===== src/rtl/multibyte_add_seq.sv =====
`default_nettype none
// ----------------------------------------------------------------------------
// multibyte_add_seq : feeds an 8-bit ripple adder one byte per clock, LSB first
// Rev 1.0
// ----------------------------------------------------------------------------
module multibyte_add_seq #(
  parameter int NBYTES = 4
) (
  input  logic                iClk,
  input  logic                iRst_n,
  input  logic                iStart,
  input  logic [8*NBYTES-1:0] iOp_a,
  input  logic [8*NBYTES-1:0] iOp_b,
  input  logic                iCin,
  output logic                oBusy,
  output logic                oDone,
  output logic [8*NBYTES-1:0] oSum,
  output logic                oCout,
  output logic [7:0]          oAdd_a,
  output logic [7:0]          oAdd_b,
  output logic                oAdd_c,
  input  logic [7:0]          iAdd_sum,
  input  logic                iAdd_c
);

  localparam int W    = 8 * NBYTES;
  localparam int IDXW = (NBYTES > 1) ? $clog2(NBYTES) : 1;
  localparam logic [IDXW-1:0] c_LAST_IDX = IDXW'(NBYTES - 1);

  typedef enum logic [0:0] {
    S_IDLE = 1'b0,
    S_RUN  = 1'b1
  } state_t;

  state_t          r_state;
  state_t          w_state_nxt;
  logic            w_accept;
  logic            w_last;

  logic [W-1:0]    r_a;
  logic [W-1:0]    r_b;
  logic [W-1:0]    r_res;
  logic [W-1:0]    r_sum;
  logic [IDXW-1:0] r_idx;
  logic            r_carry;
  logic            r_cout;
  logic            r_done;
  logic            r_busy;

  logic [W-1:0]    w_a_sh;
  logic [W-1:0]    w_b_sh;
  logic [W-1:0]    w_res_nxt;

  always_ff @(posedge iClk or negedge iRst_n) begin
    if (!iRst_n) begin
      r_state <= S_IDLE;
    end else begin
      r_state <= w_state_nxt;
    end
  end

  always_comb begin
    w_state_nxt = r_state;
    w_accept    = 1'b0;
    w_last      = 1'b0;
    case (r_state)
      S_IDLE: begin
        if (iStart) begin
          w_accept    = 1'b1;
          w_state_nxt = S_RUN;
        end
      end
      S_RUN: begin
        w_last = (r_idx == c_LAST_IDX);
        if (w_last) begin
          w_state_nxt = S_IDLE;
        end
      end
      default: w_state_nxt = S_IDLE;
    endcase
  end

  // Current byte selected by shifting the latched operand down by 8*idx.
  assign w_a_sh = r_a >> {r_idx, 3'b000};
  assign w_b_sh = r_b >> {r_idx, 3'b000};

  always_comb begin
    oAdd_a = 8'h00;
    oAdd_b = 8'h00;
    oAdd_c = 1'b0;
    if (r_state == S_RUN) begin
      oAdd_a = w_a_sh[7:0];
      oAdd_b = w_b_sh[7:0];
      oAdd_c = r_carry;
    end
  end

  // Final result must include the byte arriving on the completing edge.
  always_comb begin
    w_res_nxt = r_res;
    for (int k = 0; k < NBYTES; k++) begin
      if (r_idx == IDXW'(k)) begin
        w_res_nxt[8*k +: 8] = iAdd_sum;
      end
    end
  end

  always_ff @(posedge iClk or negedge iRst_n) begin
    if (!iRst_n) begin
      r_a     <= '0;
      r_b     <= '0;
      r_res   <= '0;
      r_sum   <= '0;
      r_idx   <= '0;
      r_carry <= 1'b0;
      r_cout  <= 1'b0;
      r_done  <= 1'b0;
      r_busy  <= 1'b0;
    end else begin
      r_done <= 1'b0;
      if (w_accept) begin
        r_a     <= iOp_a;
        r_b     <= iOp_b;
        r_carry <= iCin;
        r_idx   <= '0;
        r_busy  <= 1'b1;
      end else if (r_state == S_RUN) begin
        r_res   <= w_res_nxt;
        r_carry <= iAdd_c;
        r_idx   <= r_idx + IDXW'(1);
        if (w_last) begin
          r_sum  <= w_res_nxt;
          r_cout <= iAdd_c;
          r_done <= 1'b1;
          r_busy <= 1'b0;
          r_idx  <= '0;
        end
      end
    end
  end

  assign oBusy = r_busy;
  assign oDone = r_done;
  assign oSum  = r_sum;
  assign oCout = r_cout;

endmodule
`default_nettype wire

===== config.mk =====
export PLATFORM = sky130hd
export DESIGN_NAME = multibyte_add_seq
export DESIGN_NICKNAME = d
export VERILOG_FILES = /design/src/rtl/multibyte_add_seq.sv
export SDC_FILE = /design/constraint.sdc
export NUM_CORES = 1
export LEC_CHECK = 0
export ABC_AREA = 1
export CAP_MARGIN = 20
export CORE_MARGIN = 2
export CORE_UTILIZATION = 45
export CTS_CLUSTER_SIZE = 25
export DETAILED_ROUTE_END_ITERATION = 7
export GPL_ROUTABILITY_DRIVEN = 0
export PLACE_DENSITY = 0.71
export SLEW_MARGIN = 20
export SYNTH_ARGS = -nofsm -noshare
export SYNTH_HDL_FRONTEND = slang
export SYNTH_SLANG_ARGS = --single-unit

===== constraint.sdc =====
create_clock -name iClk -period 3.5 [get_ports iClk]
set_input_delay 0.35 -clock iClk [delete_from_list [all_inputs] [get_ports iClk]]
set_output_delay 0.35 -clock iClk [all_outputs]
set_load 0.03 [all_outputs]

; Word-level counts from Yosys, hierarchy flattened
; Cells that the tools add are included.
[totals]
regBits = 135
in_bits = 77
out_inout_bits = 52
elab_cells = 47
[classes]
add_sub_neg = 1
eq_ne = 3
n_shift = 2
n_mux = 23
bitwise = 2
n_reduce_logical = 6
[ops]
columns = operator, n
row1 = $shr 32x5->8, 2
row2 = $mux 8, 6
row3 = $mux 1, 13
row4 = $mux 2, 3
row5 = $eq 2x2->1 const B, 2
row6 = $reduce_and 2->1, 2
row7 = $reduce_bool 2->1, 2
row8 = $reduce_and 3->1, 1
row9 = $add 2x1->2 const B, 1
row10 = $eq 2x1->1 const B, 1
row11 = $logic_not 2->1, 1
row12 = $not 1->1, 2
row13 = $pmux 1 s2, 1

; Depth between registers and ports, before layout
[depth]
word_depth = 5
ltp_mapped = 9
depth_no_buf = 6

; Worst setup path before layout
; OpenSTA, ideal clock, no wires.
[synth_path]
path_kind = register -> output
startpoint = reg r_idx[1]
endpoint = out oAdd_a[0]
arrival_ns = 1.404
required_time_ns = 3.150
setup_slack_ns = 1.746
stages_incl_launch_ff = 6
path_buffers = 2
path_cell_list = dfrtp_1 > buf_2 > clkinv_1 > buf_4 > nand3_1 > a21oi_1
[synth_between]
elab_chain_cells = 2
[synth_rtl]
columns = element, line
row1 = "start, declared", 44  ; logic [IDXW-1:0] r_idx;
row2 = "start signal, assigned", 130  ; r_idx <= r_idx + IDXW'(1);
row3 = $shr 32x5->8, 84  ; assign w_a_sh = r_a >> {r_idx, 3'b000};
row4 = $mux 8, 91  ; if (r_state == S_RUN) begin
row5 = "end, declared", 19  ; output logic [7:0] oAdd_a,
; No other way between the ends.

; Worst setup path after layout
[layout_path]
startpoint = reg r_idx[0]
endpoint = out oAdd_a[0]
; The elaborated chain is that of the path after synthesis.

==> results.toml <==
[outcome]
status = "complete, no violations"

[timing]
setup_tns_ns = 0
setup_violations = 0
layout_min_cycle_time_ns = 2.74
maxSlewViolCount = 0
fin_skew_ns = 0.00617
hold_viol_final = 0
hold-worst-slack_ns = 0.474
worstMarginPinSlew_ns = 0.856
max-slew-margin-rel_pct = 42.9
fin_crit_sh_pct = 78.2
fmax_mhz = 365
rsz0062_at_grt = "false"

[route]
drt_iter0_drc = 287
drt-pass1-iter-count = 4
drt-total-wl_mm = 14.3
viasPerCell = 4.84
routedWlPerCell_um = 14.0
routed-via-count = 4951
drc = 0
ant_nets = 0

[placement]
place_inst = 990
portBuffers = 128
dpl.hpwl_mm = 9.84

[clocking]
cts_tree = "built"
clockRootBuffer = "clkbuf_16"
ctsLongestPathBuffers = 2
cts_max_level = 4
worstSkewPairLatency_ns = 0.42
clk_pin_slew_ns = 0.06
numCtsBuffers = 17
cts.sinks = 127
post-cts-setup-buffer-count = 0

[logic_synthesis]
ys_types = 23
yosys_warnings = 0
synth_cells = 718
syn_nets = 799
ys_seq_elements = 127
netlist_area_um2 = 6030
avgSynthCellArea_um2 = 8.40
synth-seq-area-share_pct = 52.7

[floorplanning]
die_h_um = 120
die_w_um = 120
initial_utilization_pct = 45.9
ios = 129
die_area_um2 = 14300
row_count = 42
core_um2 = 13100

[cells_and_area]
fin_cells = 1022
drive_gt1_share_pct = 13.5
antenna_cells = 0
nNetsFinal = 915
area_growth_pct = 31.9

[power_and_ir_drop]
peakVddDrop_mv = 0.548
power_leakage_nw = 3.81
power_density_nw_per_um2 = 1020

[critical_path]
cp.required_ns = 3.15
crit_fanout = 26
worstSetupPathType = "flip-flop to output port"
worst_setup_path_start_kind = "flip-flop"
arrival_ns = 2.39
end_kind = "output port"

[grt]
grt_pass1_wl_mm = 24.0
grt_max_degree = 62
grt_usage_pct = 21.5
grt_pass1_vias = 5011
antenna_found_initial = 0
grt_remaining_overflow = 0

[flow_run]
cap_violations = 0

[hold_path]
hold_class = "flip-flop to flip-flop"
==> cell families after synthesis <==
kind of cell             Yosys count  synth area share, %
adder cells (fa/ha/maj)            4                0.830
flip-flops                       127                 52.7
AND/OR/NAND/NOR                  319                 21.1
buffers and inverters            137                 10.9
AO/OA/AOI/OAI                    131                 14.4
==> synth_stat cells <==
| cell | n | area share [%] |
|---|---|---|
| ha_1 | 4 | 0.83 |
| nand2_4 | 1 | 0.19 |
| inv_4 | 1 | 0.10 |
| nand3_1 | 33 | 2.7 |
| inv_2 | 1 | 0.062 |
| buf_1 | 1 | 0.062 |
| clkbuf_1 | 8 | 0.50 |
| dfrtp_1 | 127 | 53 |
| nand2_2 | 11 | 1.1 |
| buf_2 | 17 | 1.4 |
| nor2_1 | 1 | 0.062 |
| buf_4 | 1 | 0.12 |
| nand2_1 | 273 | 17 |
| clkinv_1 | 1 | 0.062 |
| buf_8 | 2 | 0.50 |
| o21ai_2 | 56 | 8.1 |
| o21ai_1 | 4 | 0.33 |
| buf_6 | 12 | 2.2 |
| o21ai_0 | 54 | 4.5 |
| o211ai_1 | 1 | 0.12 |
| inv_1 | 92 | 5.7 |
| a21oi_1 | 16 | 1.3 |
| inv_6 | 1 | 0.15 |
==> final timing paths <==
check | slack (ns) | startpoint | endpoint | cells after the start
setup / recovery | 0.76 | r_idx[0]$_DFFE_PN0P_ | oAdd_a[0] | 5
hold / removal | 0.47 | oSum[1]$_DFFE_PN0P_ | oSum[1]$_DFFE_PN0P_ | 2
setup reg to reg | 1.15 | r_idx[0]$_DFFE_PN0P_ | r_res[4]$_DFFE_PN0P_ | 6
hold reg to reg | 0.47 | oSum[1]$_DFFE_PN0P_ | oSum[1]$_DFFE_PN0P_ | 2
max in group asynchronous | 2.14 | iRst_n | r_state$_DFF_PN0_ | 3
min in group asynchronous | 0.49 | iRst_n | oSum[21]$_DFFE_PN0P_ | 2
==> routing by layer <==
layer | vias to the layer above | track usage (%) | routed length, um | part of all wire (%)
li1 | 2447 | - | - | -
met5 | - | 0 | 0 | 0
met1 | 2295 | 26.8 | 6140 | 43
met4 | 0 | 9.19 | 370 | 2.6
met2 | 179 | 34.0 | 6710 | 47
met3 | 30 | 7.75 | 1100 | 7.7
==> layout make-up <==
type	instances	area (um^2)
Inverter	96	368
Clock inverter	10	185
Tap cell	176	220
Clock buffer	21	450
Fill cell	1150	5190
Sequential cell	127	3180
Timing Repair Buffer	138	1360
Multi-Input combinational cell	454	2190
==> critical path: stages, from the launching register on <==
cell	delay, ns
dfrtp_1	0.37
inv_1	0.62
nand2_1	0.11
nand3_1	0.15
a21oi_1	0.12
clkdlybuf4s50_1	0.60
==> flip-flops by register name, summed over array words and instances, names as in the netlist <==
signal	flops
oSum	32
r_a	32
r_b	32
r_res	24
r_idx	2
oBusy	1
oCout	1
oDone	1
r_carry	1
r_state	1
==> stage by stage <==
step	power [W]	setup slack, ns	utilization [%]	area, um^2
3_3_place_gp	0.00614	1.22	55.6	7300
4_1_cts	0.00819	0.739	60.5	7950
3_5_place_dp	0.00624	1.20	55.6	7300
5_1_grt	0.00871	0.601	60.5	7950
2_1_floorplan	0.00506	1.75	-	6030
6_report	0.00813	0.762	60.5	7950
==> timing repair <==
| action | CTS | global route |
|---|---|---|
| hold buffers | 1 | 0 |
| hold endpoints to repair | 46 | 0 |
| endpoints found under the setup margin | 0 | 0 |
| resized for setup | 0 | 0 |
==> layout by cell type, fill, tap and decap left out, types with 2 or more instances in the layout <==
master / count
nand2_1: 273
o21ai_2: 56
buf_4: 14
ha_1: 4
clkbuf_1: 3
o21ai_1: 4
o21ai_0: 54
dfrtp_1: 127
clkbuf_16: 17
nand3_1: 33
clkinv_2: 2
nand2_2: 11
a21oi_1: 16
inv_1: 92
clkdlybuf4s50_1: 122
inv_6: 2
bufinv_16: 5
==> where the power goes <==
group / total, W / internal (W) / switching (W)
clock: 0.00191 / 0.00128 / 0.000627
combinational: 0.00382 / 0.00140 / 0.00242
sequential: 0.00240 / 0.00215 / 0.000250
No activity file was read; power rests on OpenSTA's default activity.
